===== config.mk =====
export PLATFORM = sky130hd
export DESIGN_NAME = int_pending_capture_flat
export DESIGN_NICKNAME = d
export VERILOG_FILES = /design/src/rtl/int_pending_capture_if.sv /design/src/rtl/int_pending_capture.sv /design/src/flat_wrapper.sv
export SDC_FILE = /design/constraint.sdc
export NUM_CORES = 1
export LEC_CHECK = 0
export CAP_MARGIN = 0
export CORE_ASPECT_RATIO = 1.4
export CORE_MARGIN = 2
export CORE_UTILIZATION = 38
export CTS_CLUSTER_SIZE = 12
export DETAILED_ROUTE_END_ITERATION = 16
export GPL_ROUTABILITY_DRIVEN = 0
export GPL_TIMING_DRIVEN = 0
export MAX_ROUTING_LAYER = met4
export PLACE_DENSITY = 0.85
export SLEW_MARGIN = 5
export SYNTH_ARGS = -nofsm -noshare
export SYNTH_HDL_FRONTEND = slang
export SYNTH_SLANG_ARGS = --single-unit

===== constraint.sdc =====
create_clock -name clk -period 1.5 [get_ports clk]
set_clock_uncertainty 0.15 [all_clocks]
set_input_delay 0.3 -clock clk [delete_from_list [all_inputs] [get_ports clk]]
set_output_delay 0.3 -clock clk [all_outputs]
set_load 0.02 [all_outputs]

===== src/rtl/int_pending_capture_if.sv =====
// Port-count package plus the bundled interrupt/config/ack/pending bus of int_pending_capture.
// master = arbiter/CPU side driving lines, config and acks; slave = the capture block.
package InterruptArbiterPkg;
   localparam int NUM_INT_PORTS = 16;
endpackage

interface int_pending_capture_if #(
   parameter int NUM_INT_PORTS = InterruptArbiterPkg::NUM_INT_PORTS,
   parameter int ID_W          = $clog2(NUM_INT_PORTS)
);
   logic [NUM_INT_PORTS-1:0] irq_i;
   logic                     cfg_we;
   logic [1:0]               cfg_addr;
   logic [NUM_INT_PORTS-1:0] cfg_wdata;
   logic [NUM_INT_PORTS-1:0] cfg_rdata;
   logic                     ack_vld_i;
   logic [ID_W-1:0]          ack_id_i;
   logic [NUM_INT_PORTS-1:0] pend_o;
   logic                     pend_any_o;
   logic [NUM_INT_PORTS-1:0] ovf_o;

   modport master (
      output irq_i, cfg_we, cfg_addr, cfg_wdata, ack_vld_i, ack_id_i,
      input  cfg_rdata, pend_o, pend_any_o, ovf_o
   );
   modport slave (
      input  irq_i, cfg_we, cfg_addr, cfg_wdata, ack_vld_i, ack_id_i,
      output cfg_rdata, pend_o, pend_any_o, ovf_o
   );
endinterface


===== src/rtl/int_pending_capture.sv =====
// Per-port interrupt conditioning into a registered pending vector; 1-cycle latency, no backpressure.
// INT_EDGE_MODE_EN builds edge-latched mode with ack clear and sticky overflow; otherwise level-only.
module int_pending_capture #(
   parameter int NUM_INT_PORTS = InterruptArbiterPkg::NUM_INT_PORTS,
   parameter int ID_W          = $clog2(NUM_INT_PORTS)
) (
   input  logic                  clk,
   input  logic                  rst_n,
   int_pending_capture_if.slave  bus
);
   localparam logic [1:0] A_EN   = 2'd0;
   localparam logic [1:0] A_MODE = 2'd1;
   localparam logic [1:0] A_OVF  = 2'd2;

   logic [NUM_INT_PORTS-1:0] r_en;
   logic [NUM_INT_PORTS-1:0] r_pend;
   logic [NUM_INT_PORTS-1:0] w_pend_nxt;
   logic [NUM_INT_PORTS-1:0] w_mode;
   logic [NUM_INT_PORTS-1:0] w_ovf;

`ifdef INT_EDGE_MODE_EN
   logic [NUM_INT_PORTS-1:0] r_mode;
   logic [NUM_INT_PORTS-1:0] r_ovf;
   logic [NUM_INT_PORTS-1:0] r_irq_q;
   logic [NUM_INT_PORTS-1:0] w_rise;
   logic [NUM_INT_PORTS-1:0] w_ack_hit;
   logic [NUM_INT_PORTS-1:0] w_ovf_set;
   logic [NUM_INT_PORTS-1:0] w_ovf_clr;

   assign w_rise    = bus.irq_i & ~r_irq_q;
   assign w_ovf_clr = (bus.cfg_we && bus.cfg_addr == A_OVF) ? bus.cfg_wdata : '0;

   // Out-of-range ack IDs never match any port index and fall out naturally.
   always_comb begin
      w_ack_hit = '0;
      for (int i = 0; i < NUM_INT_PORTS; i++) begin
         w_ack_hit[i] = bus.ack_vld_i && (bus.ack_id_i == ID_W'(i));
      end
   end

   // A new edge beats a same-cycle ack, and in that case it is not an overflow.
   always_comb begin
      w_pend_nxt = '0;
      w_ovf_set  = '0;
      for (int i = 0; i < NUM_INT_PORTS; i++) begin
         if (r_en[i]) begin
            if (r_mode[i]) begin
               w_pend_nxt[i] = w_rise[i] | (r_pend[i] & ~w_ack_hit[i]);
               w_ovf_set[i]  = w_rise[i] & r_pend[i] & ~w_ack_hit[i];
            end else begin
               w_pend_nxt[i] = bus.irq_i[i];
            end
         end
      end
   end

   always_ff @(posedge clk) begin
      if (!rst_n) begin
         r_mode  <= '0;
         r_ovf   <= '0;
         r_irq_q <= '0;
      end else begin
         r_irq_q <= bus.irq_i;
         r_ovf   <= (r_ovf & ~w_ovf_clr) | w_ovf_set;
         if (bus.cfg_we && bus.cfg_addr == A_MODE) begin
            r_mode <= bus.cfg_wdata;
         end
      end
   end

   assign w_mode = r_mode;
   assign w_ovf  = r_ovf;
`else
   logic w_unused_ack;

   assign w_pend_nxt   = r_en & bus.irq_i;
   assign w_mode       = '0;
   assign w_ovf        = '0;
   assign w_unused_ack = ^{bus.ack_vld_i, bus.ack_id_i};
`endif

   always_ff @(posedge clk) begin
      if (!rst_n) begin
         r_en   <= '0;
         r_pend <= '0;
      end else begin
         r_pend <= w_pend_nxt;
         if (bus.cfg_we && bus.cfg_addr == A_EN) begin
            r_en <= bus.cfg_wdata;
         end
      end
   end

   always_comb begin
      case (bus.cfg_addr)
         A_EN:    bus.cfg_rdata = r_en;
         A_MODE:  bus.cfg_rdata = w_mode;
         A_OVF:   bus.cfg_rdata = w_ovf;
         default: bus.cfg_rdata = '0;
      endcase
   end

   assign bus.pend_o     = r_pend;
   assign bus.pend_any_o = |r_pend;
   assign bus.ovf_o      = w_ovf;
endmodule


===== src/flat_wrapper.sv =====
// flat-port wrapper written by rule: the top's interface ports become plain ports
module int_pending_capture_flat 
#(
   parameter int NUM_INT_PORTS = InterruptArbiterPkg::NUM_INT_PORTS,
   parameter int ID_W          = $clog2(NUM_INT_PORTS)
)
  (clk, rst_n, bus_irq_i, bus_cfg_we, bus_cfg_addr, bus_cfg_wdata, bus_ack_vld_i, bus_ack_id_i, bus_cfg_rdata, bus_pend_o, bus_pend_any_o, bus_ovf_o);
  int_pending_capture_if #(.NUM_INT_PORTS(NUM_INT_PORTS), .ID_W(ID_W)) bus_i ();
  input  logic clk;
  input  logic rst_n;
  input wire logic [$bits(bus_i.irq_i)-1:0] bus_irq_i;
  input wire logic [$bits(bus_i.cfg_we)-1:0] bus_cfg_we;
  input wire logic [$bits(bus_i.cfg_addr)-1:0] bus_cfg_addr;
  input wire logic [$bits(bus_i.cfg_wdata)-1:0] bus_cfg_wdata;
  input wire logic [$bits(bus_i.ack_vld_i)-1:0] bus_ack_vld_i;
  input wire logic [$bits(bus_i.ack_id_i)-1:0] bus_ack_id_i;
  output wire logic [$bits(bus_i.cfg_rdata)-1:0] bus_cfg_rdata;
  output wire logic [$bits(bus_i.pend_o)-1:0] bus_pend_o;
  output wire logic [$bits(bus_i.pend_any_o)-1:0] bus_pend_any_o;
  output wire logic [$bits(bus_i.ovf_o)-1:0] bus_ovf_o;
  assign bus_i.irq_i = bus_irq_i;
  assign bus_i.cfg_we = bus_cfg_we;
  assign bus_i.cfg_addr = bus_cfg_addr;
  assign bus_i.cfg_wdata = bus_cfg_wdata;
  assign bus_i.ack_vld_i = bus_ack_vld_i;
  assign bus_i.ack_id_i = bus_ack_id_i;
  assign bus_cfg_rdata = bus_i.cfg_rdata;
  assign bus_pend_o = bus_i.pend_o;
  assign bus_pend_any_o = bus_i.pend_any_o;
  assign bus_ovf_o = bus_i.ovf_o;
  int_pending_capture #(.NUM_INT_PORTS(NUM_INT_PORTS), .ID_W(ID_W)) u_core (.clk(clk), .rst_n(rst_n), .bus(bus_i));
endmodule

==> flow_summary.toml <==
[status]
status = "finished with violations"
violations = "negative setup slack"

[global_routing]
overflow = 0
grt_pass1_wl_um = 5216
grt_max_degree = 11
grt_antenna_before_repair = 0
grt_pass1_vias = 1087
grt_usage_pct = 18.73

[pwr]
power_w = 0.001981
ir_drop_uv = 1449
power.leakage_nw = 1.163
p_per_area_nw_per_um2 = 850.3

[sta]
fin_crit_sh_pct = 109.3
rsz0062_at_grt = "true"
setup_ws_ns = -0.1396
hold_viol_final = 0
fin_crit_ns = 1.640
max_freq_mhz = 609.9
maxSlewViolCount = 0
setup_viol = 1

[setup_path]
regToRegSetupSlack_ns = 0.71
arrival_ns = 1.19
worstPathMaxFanout = 2
cp-start-kind = "flip-flop"
end_kind = "primary output"
crit_type = "reg2out"
worstPathRequired_ns = 1.05

[floorplan]
die_h_um = 74.63
die_area_um2 = 4063
core_um2 = 3410
start_util_pct = 39.71
die_x_um = 54.45
io_pins = 91
rows = 25

[clocking]
cts_root_buffer = "clkbuf_8"
clk_pin_slew_ns = 0.06
tritoncts = "done"
htree_levels = 2
cts_made_buffers = 5
clock-sinks = 32
clockBufferDepth = 2
worstSkewPairLatency_ns = 0.28

[route]
routed_wl_um = 3561
vias_per_cell = 4.417
drtIter0Drc = 30
routed-via-count = 1228
wl_per_cell_um = 12.81
drtPass1Iterations = 5
ant_nets = 0
drc_errors = 0

[finish]
stdcell_area_um2 = 2330
antennaDiodeCount = 0
layout.nets = 279
final_layout_size_suffix_gt1_share_pct = 28.15
area_delta_synth_final_pct = 72.09
n_fill_cell = 264

[logic_synthesis]
syn_area_per_cell_um2 = 9.401
synth.ff_latch_count = 32
synthTopCellsByArea = "dfxtp_1 (47%), mux2i_1 (12%), buf_4 (9.4%)"
ys_seq_area_share_pct = 47.32
synth_area_um2 = 1354
synth_cells = 144
ys_types = 16
yosysTopAreaCellShare_pct = 47.32
yosys.area.top_type = "dfxtp_1"
ys_warn_count = 0

[placement]
io_buffers = 68
place_area_um2 = 2141
hpwl_um = 2721

[flow_run]
maxCapViolCount = 0

[worst_hold_path]
hold_class = "in2reg"
==> stage by stage <==
stage	setup TNS, ns	setup slack, ns	hold slack (ns)	util [%]	std cells
after floorplan	0	0.1198	0.2887	-	159
after global placement	-17.05	-1.048	0.2993	62.79	267
after detailed placement	-17.79	-1.075	0.3085	62.79	267
after CTS	-0.1718	-0.1705	0.2329	65.36	278
after global routing	-0.2033	-0.2002	0.2498	68.33	278
final	-0.1396	-0.1396	0.2570	68.33	278
==> cell usage in the layout, fill, tap and decap left out <==
cell type / netlist / final
and3_1: 16 / 16
clkdlybuf4s50_1: 0 / 33
buf_12: 1 / 1
nor4_4: 0 / 2
nor3b_2: 1 / 1
dfxtp_1: 32 / 29
buf_6: 1 / 13
mux2i_1: 16 / 16
clkbuf_1: 2 / 3
dlygate4sd2_1: 0 / 16
and2_4: 0 / 7
and2_1: 16 / 9
nand4_1: 1 / 1
buf_4: 17 / 23
nor4_2: 0 / 2
conb_1: 1 / 16
bufinv_16: 0 / 1
clkinv_2: 0 / 1
nor2_4: 0 / 1
nand2_1: 32 / 32
buf_2: 2 / 5
dfxtp_2: 0 / 3
clkbuf_8: 0 / 5
buf_8: 0 / 2
==> power by group <==
group	internal, W	leakage [nW]	total (W)	switching (W)
clock	0.000492	0.0552	0.000786	0.000294
sequential	0.000870	0.261	0.000885	0.0000150
combinational	0.000177	0.848	0.000309	0.000132
total	0.00154	1.16	0.00198	0.000441
==> layout make-up <==
cell class | instances | area [um^2] | share of cell area [%]
plain buffers | 24 | 191.4 | 8.217
clock buffers | 6 | 72.57 | 3.115
flip-flops and latches | 32 | 644.4 | 27.66
clock inverters | 2 | 35.03 | 1.504
repair buffers | 71 | 680.7 | 29.22
well taps | 40 | 50.05 | 2.148
multi-input cells | 103 | 655.6 | 28.14
==> per-layer routing <==
| layer | part of all wire [%] | track usage (%) | vias up | routed length [um] |
|---|---|---|---|---|
| li1 | - | - | 625 | - |
| met1 | 36 | 20.20 | 541 | 1286 |
| met2 | 54 | 31.19 | 51 | 1930 |
| met3 | 6.0 | 4.960 | 11 | 213 |
| met4 | 3.7 | 8.889 | 0 | 130 |
| met5 | 0 | - | - | 0 |
==> Yosys cell counts, drive strengths merged <==
| master | n |
|---|---|
| and3 | 16 |
| mux2i | 16 |
| nand2 | 32 |
| buf | 21 |
| conb | 1 |
| nor2 | 1 |
| dfxtp | 32 |
| clkbuf | 3 |
| nor3b | 1 |
| and2 | 16 |
| nand4 | 1 |
| nor4 | 4 |
==> logic make-up after synthesis <==
group	after synthesis	share of synthesized area (%)
and+or+nand+nor	71	27.17
DFF	32	47.32
buffers and inverters	24	13.40
muxes	16	11.83
other	1	0.2770
==> timing repair <==
action,4_1_cts,5_1_grt
pin swaps,3,4
endpoints found under the setup margin,33,14
cloned,1,0
hold buffers,0,0
setup buffers,2,0
endpoints found under the hold margin,0,0
gates resized for setup,111,33
==> worst max-delay path, cell delays in order (launching register included) <==
cell and delay, ns:
dfxtp_1 0.31, nor4_2 0.29, nand4_1 0.13, buf_4 0.18
==> registers in the layout, indices dropped and copies added (netlist names) <==
| name | cells |
|---|---|
| u_core.bus.pend_o | 16 |
| u_core.r_en | 16 |
==> final timing paths <==
kind	start	endpoint	cells past startpoint
hold / removal	rst_n	u_core.bus.pend_o[10]	2
hold reg to reg	u_core.r_en[4]	u_core.r_en[4]	2
setup / recovery	u_core.bus.pend_o[2]	bus_pend_any_o	3
setup reg to reg	u_core.r_en[8]	u_core.r_en[8]	2
Note: power is estimated with default switching activity, not from simulation.
==> RTL edit 1 (same flow settings) <==
The option `INT_EDGE_MODE_EN` is turned on by a define.
--- a/src/rtl/int_pending_capture.sv
+++ b/src/rtl/int_pending_capture.sv
@@ -1,5 +1,7 @@
 // Per-port interrupt conditioning into a registered pending vector; 1-cycle latency, no backpressure.
 // INT_EDGE_MODE_EN builds edge-latched mode with ack clear and sticky overflow; otherwise level-only.
+`define INT_EDGE_MODE_EN
+
 module int_pending_capture #(
    parameter int NUM_INT_PORTS = InterruptArbiterPkg::NUM_INT_PORTS,
    parameter int ID_W          = $clog2(NUM_INT_PORTS)
Behaviour: not the same (a bounded check fails within 4 cycles, from zero or initial values and one cycle with rst_n low).
==> RTL edit 1 against the unedited design <==
The flow still finishes with violations (negative setup slack); die area grew to 2.6 times the old value; wire length grew to 3.5 times the old value; synthesized area grew to 2.7 times the old value; synthesized cell count grew to 2.9 times the old value; power grew to 2.6 times the old value; critical path type unchanged; sequential cell count is 48 higher; largest power group is now the clock network; setup slack worse by 140 ps; final area is 130% higher.
==> RTL edit 1: results <==
[timing]
fin_tns_setup_ps = -2920
hold_ws_ps = 178
finalSetupViolCount = 17
layout_setup_ws_ps = -283

[finish]
inv_count = 1
drive_gt1_share_pct = 31.8
regArea_mm2 = 0.00162
clock_area_share_pct = 5.75
buffers = 128
final_net_count = 572
fill_cells = 747
buffer_area_share_pct = 22.8
multi_input_cells = 310
sh_seq_area_pct = 30.0
clock_buffers = 9
multi_input_area_share_pct = 38.8
fin_cells = 644

[logic_synthesis]
synthTopCellsByArea = dfxtp_1, nand2_1, a21boi_0
syn_area_per_cell_um2 = 8.76
synthTopCellsByCount = nand2_1, dfxtp_1, a21boi_0
synth.distinct_cells = 42

[grt]
grt_pass1_vias = 3793
grt_max_degree = 14
use_met3_pct = 5.30
grt_pass1_wl_mm = 19.3
grt_use_met1_pct = 27.7
grt_use_met2_pct = 42.0
track_usage_pct = 24.9

[setup_path]
rr_startpoint = u_core.r_mode[3]
r2r_slack_ps = 260
critPathMaxFanout = 3
endpoint = bus_pend_any_o
worstRegToRegCells = 3
critPathLaunch = u_core.bus.pend_o[14]
arrival_ps = 1330
r2r-end = u_core.bus.ovf_o[3]

[placement]
dpl.hpwl_mm = 8.41
port_buffers = 88
pre_cts_ws_ps = -1380
placedCellCount = 613
dpl_cell_area_mm2 = 0.00468

[power]
leakagePower_nw = 2.13
ir_drop_v = 0.000451

[min_path]
hold_path_depth = 3
hold_path_end = u_core.bus.pend_o[3]

[status]
violations = negative setup slack
status = complete, but fails checks

[cts]
ctsResizeCount = 235
h-tree-depth = 3
cts_made_buffers = 9
cts_num_sinks = 80
clkTransAtPathRegs_ps = 60
clk_path_buf_depth = 2
clkLatencyLatePin_ps = 330
cts_root_buffer = clkbuf_16

[detailed_routing]
drt-initial-drc-count = 425
drt_pass1_iterations = 6
routed_wl_mm = 12.5
viasPerCell = 5.80

[floorplanning]
taps = 110
==> RTL edit 1: routing by layer <==
layer  routed length (µm)  share of wire, %
met1                 4580                37
met4                  527               4.2
met3                 1080               8.6
met2                 6310                50
met5                    0                 0
==> RTL edit 1: kinds of logic after synthesis <==
kind of cell / after synthesis / synth area share [%]
DFF: 80 / 44.1
buffers and inverters: 25 / 4.75
AOI/OAI and AO/OA: 112 / 22.9
and+or+nand+nor: 182 / 23.9
muxes: 16 / 4.41
==> RTL edit 1: where the power goes <==
part / total, W / internal [W] / switching, W / leakage, nW
logic: 0.000624 / 0.000311 / 0.000314 / 1.32
registers: 0.00223 / 0.00218 / 0.0000513 / 0.659
clock network: 0.00229 / 0.00144 / 0.000845 / 0.147
==> RTL edit 1: critical path, cell delays in order (launching register included) <==
cell and delay (ps):
dfxtp_2 340, nor4_4 330, nand4_1 150, buf_4 180
==> RTL edit 2 (same settings) <==
Made on the original files. Set the package constant `NUM_INT_PORTS` to 32 (it was 16).
--- a/src/rtl/int_pending_capture_if.sv
+++ b/src/rtl/int_pending_capture_if.sv
@@ -1,7 +1,7 @@
 // Port-count package plus the bundled interrupt/config/ack/pending bus of int_pending_capture.
 // master = arbiter/CPU side driving lines, config and acks; slave = the capture block.
 package InterruptArbiterPkg;
-   localparam int NUM_INT_PORTS = 16;
+   localparam int NUM_INT_PORTS = 32;
 endpackage
 
 interface int_pending_capture_if #(
Interface: changed (6 resized); port bits go from 91 to 172. The function was not compared with the original's and may differ.
==> RTL edit 2 against the unedited design <==
The flow still finishes with violations (negative setup slack); global-route usage increased by 3.8 points; setup slack got worse by 380 ps; count of clock-buffer cells in the layout increased by 5; power increased by 94%; sequential cell count increased by 32; synthesized area increased by 91%; first-iteration DRC count increased to 3.2 times the old value; hold slack got worse by 130 ps; wire length increased by 130%; final area increased by 99%.
==> RTL edit 2: results <==
[logic_synthesis]
synth_warnings = 0
synthesis.area_mm2 = 0.00259
synthTopCellsByCount = dfxtp_1, nand2_1, and2_1, and3_1, buf_4
synthArstFlopShare_pct = 0
synth.distinct_cells = 17
yosysSeqAreaShare_pct = 49.4
ys.flop_type = dfxtp_1
synthTopCellsByArea = dfxtp_1, buf_4, nand2_1

[placement]
port_buffers = 132
dpl.hpwl_mm = 5.74

[cts]
cts_root_buffer = clkbuf_8
cts_made_buffers = 9
clk_path_buf_depth = 2
clkLatencyLatePin_ps = 340
h-tree-depth = 3

[power]
sw_frac_of_total_pct = 25.1
ir_drop_v = 0.000626
leakagePower_nw = 2.19

[detailed_routing]
vias = 2553
drt-initial-drc-count = 97
routed_wl_mm = 8.09

[grt]
overflow = 0
track_usage_pct = 22.5
grt_pass1_wl_mm = 12.2
grt_pass1_vias = 2570
antenna_found_initial = 0
grt_max_degree = 12

[min_path]
hold_path.class = in -> reg

[status]
violations = negative setup slack
status = complete, but fails checks

[finish]
fill_cells = 491
drive_gt1_share_pct = 34.2
final_net_count = 547

[timing]
fin_tns_setup_ps = -1020
layout_setup_ws_ps = -523
finalSetupViolCount = 8
-- RTL edit 2: kinds of logic (layout without fill, tap and decap cells) --
kind of cell	Yosys count	in the layout	synth area share, %
AOI/OAI and AO/OA	32	32	9.27
buffers and inverters	49	207	12.8
DFF	64	64	49.4
other	1	32	0.145
and+or+nand+nor	142	142	28.3
-- RTL edit 2: layout make-up --
| type | instances | area share (%) |
|---|---|---|
| clock buffer | 11 | 2.83 |
| sequential | 64 | 27.7 |
| buffer | 49 | 8.07 |
| tap | 92 | 2.48 |
| timing repair buffer | 142 | 30.8 |
| clock inverter | 5 | 1.24 |
| multi-input combinational | 206 | 26.8 |
-- RTL edit 2: final timing paths --
| kind | startpoint | endpoint | slack, ps | cells after the start |
|---|---|---|---|---|
| hold reg to reg | u_core.r_en[11] | u_core.r_en[11] | 310 | 2 |
| hold / removal | bus_cfg_addr[0] | u_core.r_en[0] | 130 | 4 |
| setup / recovery | u_core.bus.pend_o[16] | bus_pend_any_o | -520 | 4 |
| setup reg to reg | u_core.r_en[1] | u_core.r_en[1] | 680 | 2 |
-- RTL edit 2: what timing repair did --
action                     4_1_cts  5_1_grt
setup buffers                    7        1
pin swaps                       19        5
setup endpoints to repair       72       84
cloned                           3        0
resized for setup              308       53
hold buffers                     0        0
-- RTL edit 2: worst max-delay path: stages, from the launching register on --
cell and delay [ps]:
dfxtp_2 340, nor4_4 300, nand4_1 190, or2_4 270, buf_6 130
-- RTL edit 2: metrics by stage --
stage | utilization, % | total power (W) | instance area [µm²] | cells | setup slack, ps
6_report | 70.1 | 0.00383 | 4640 | 569 | -523
5_1_grt | 70.1 | 0.00398 | 4640 | 569 | -581
3_3_place_gp | 62.7 | 0.00234 | 4150 | 543 | -1220
4_1_cts | 70.1 | 0.00383 | 4630 | 569 | -521
3_5_place_dp | 62.7 | 0.00235 | 4150 | 543 | -1250
2_1_floorplan | - | 0.00208 | 2710 | 319 | 26.3
-- RTL edit 2: layer usage --
layer  share of wire [%]  track usage (%)  vias to the layer above
met4                 2.7             10.8                        0
met3                 6.8             5.57                       20
li1                    -                -                     1246
met2                  54             39.4                      126
met1                  36             23.1                     1161
met5                   0                -                        -
-- RTL edit 2: power groups by stage --
stage	logic (W)	clock network [W]	registers [W]
2_1_floorplan	0.000275	0	0.00180
3_3_place_gp	0.000543	0	0.00180
3_5_place_dp	0.000551	0	0.00180
4_1_cts	0.000618	0.00145	0.00176
5_1_grt	0.000679	0.00153	0.00177
6_report	0.000633	0.00144	0.00176
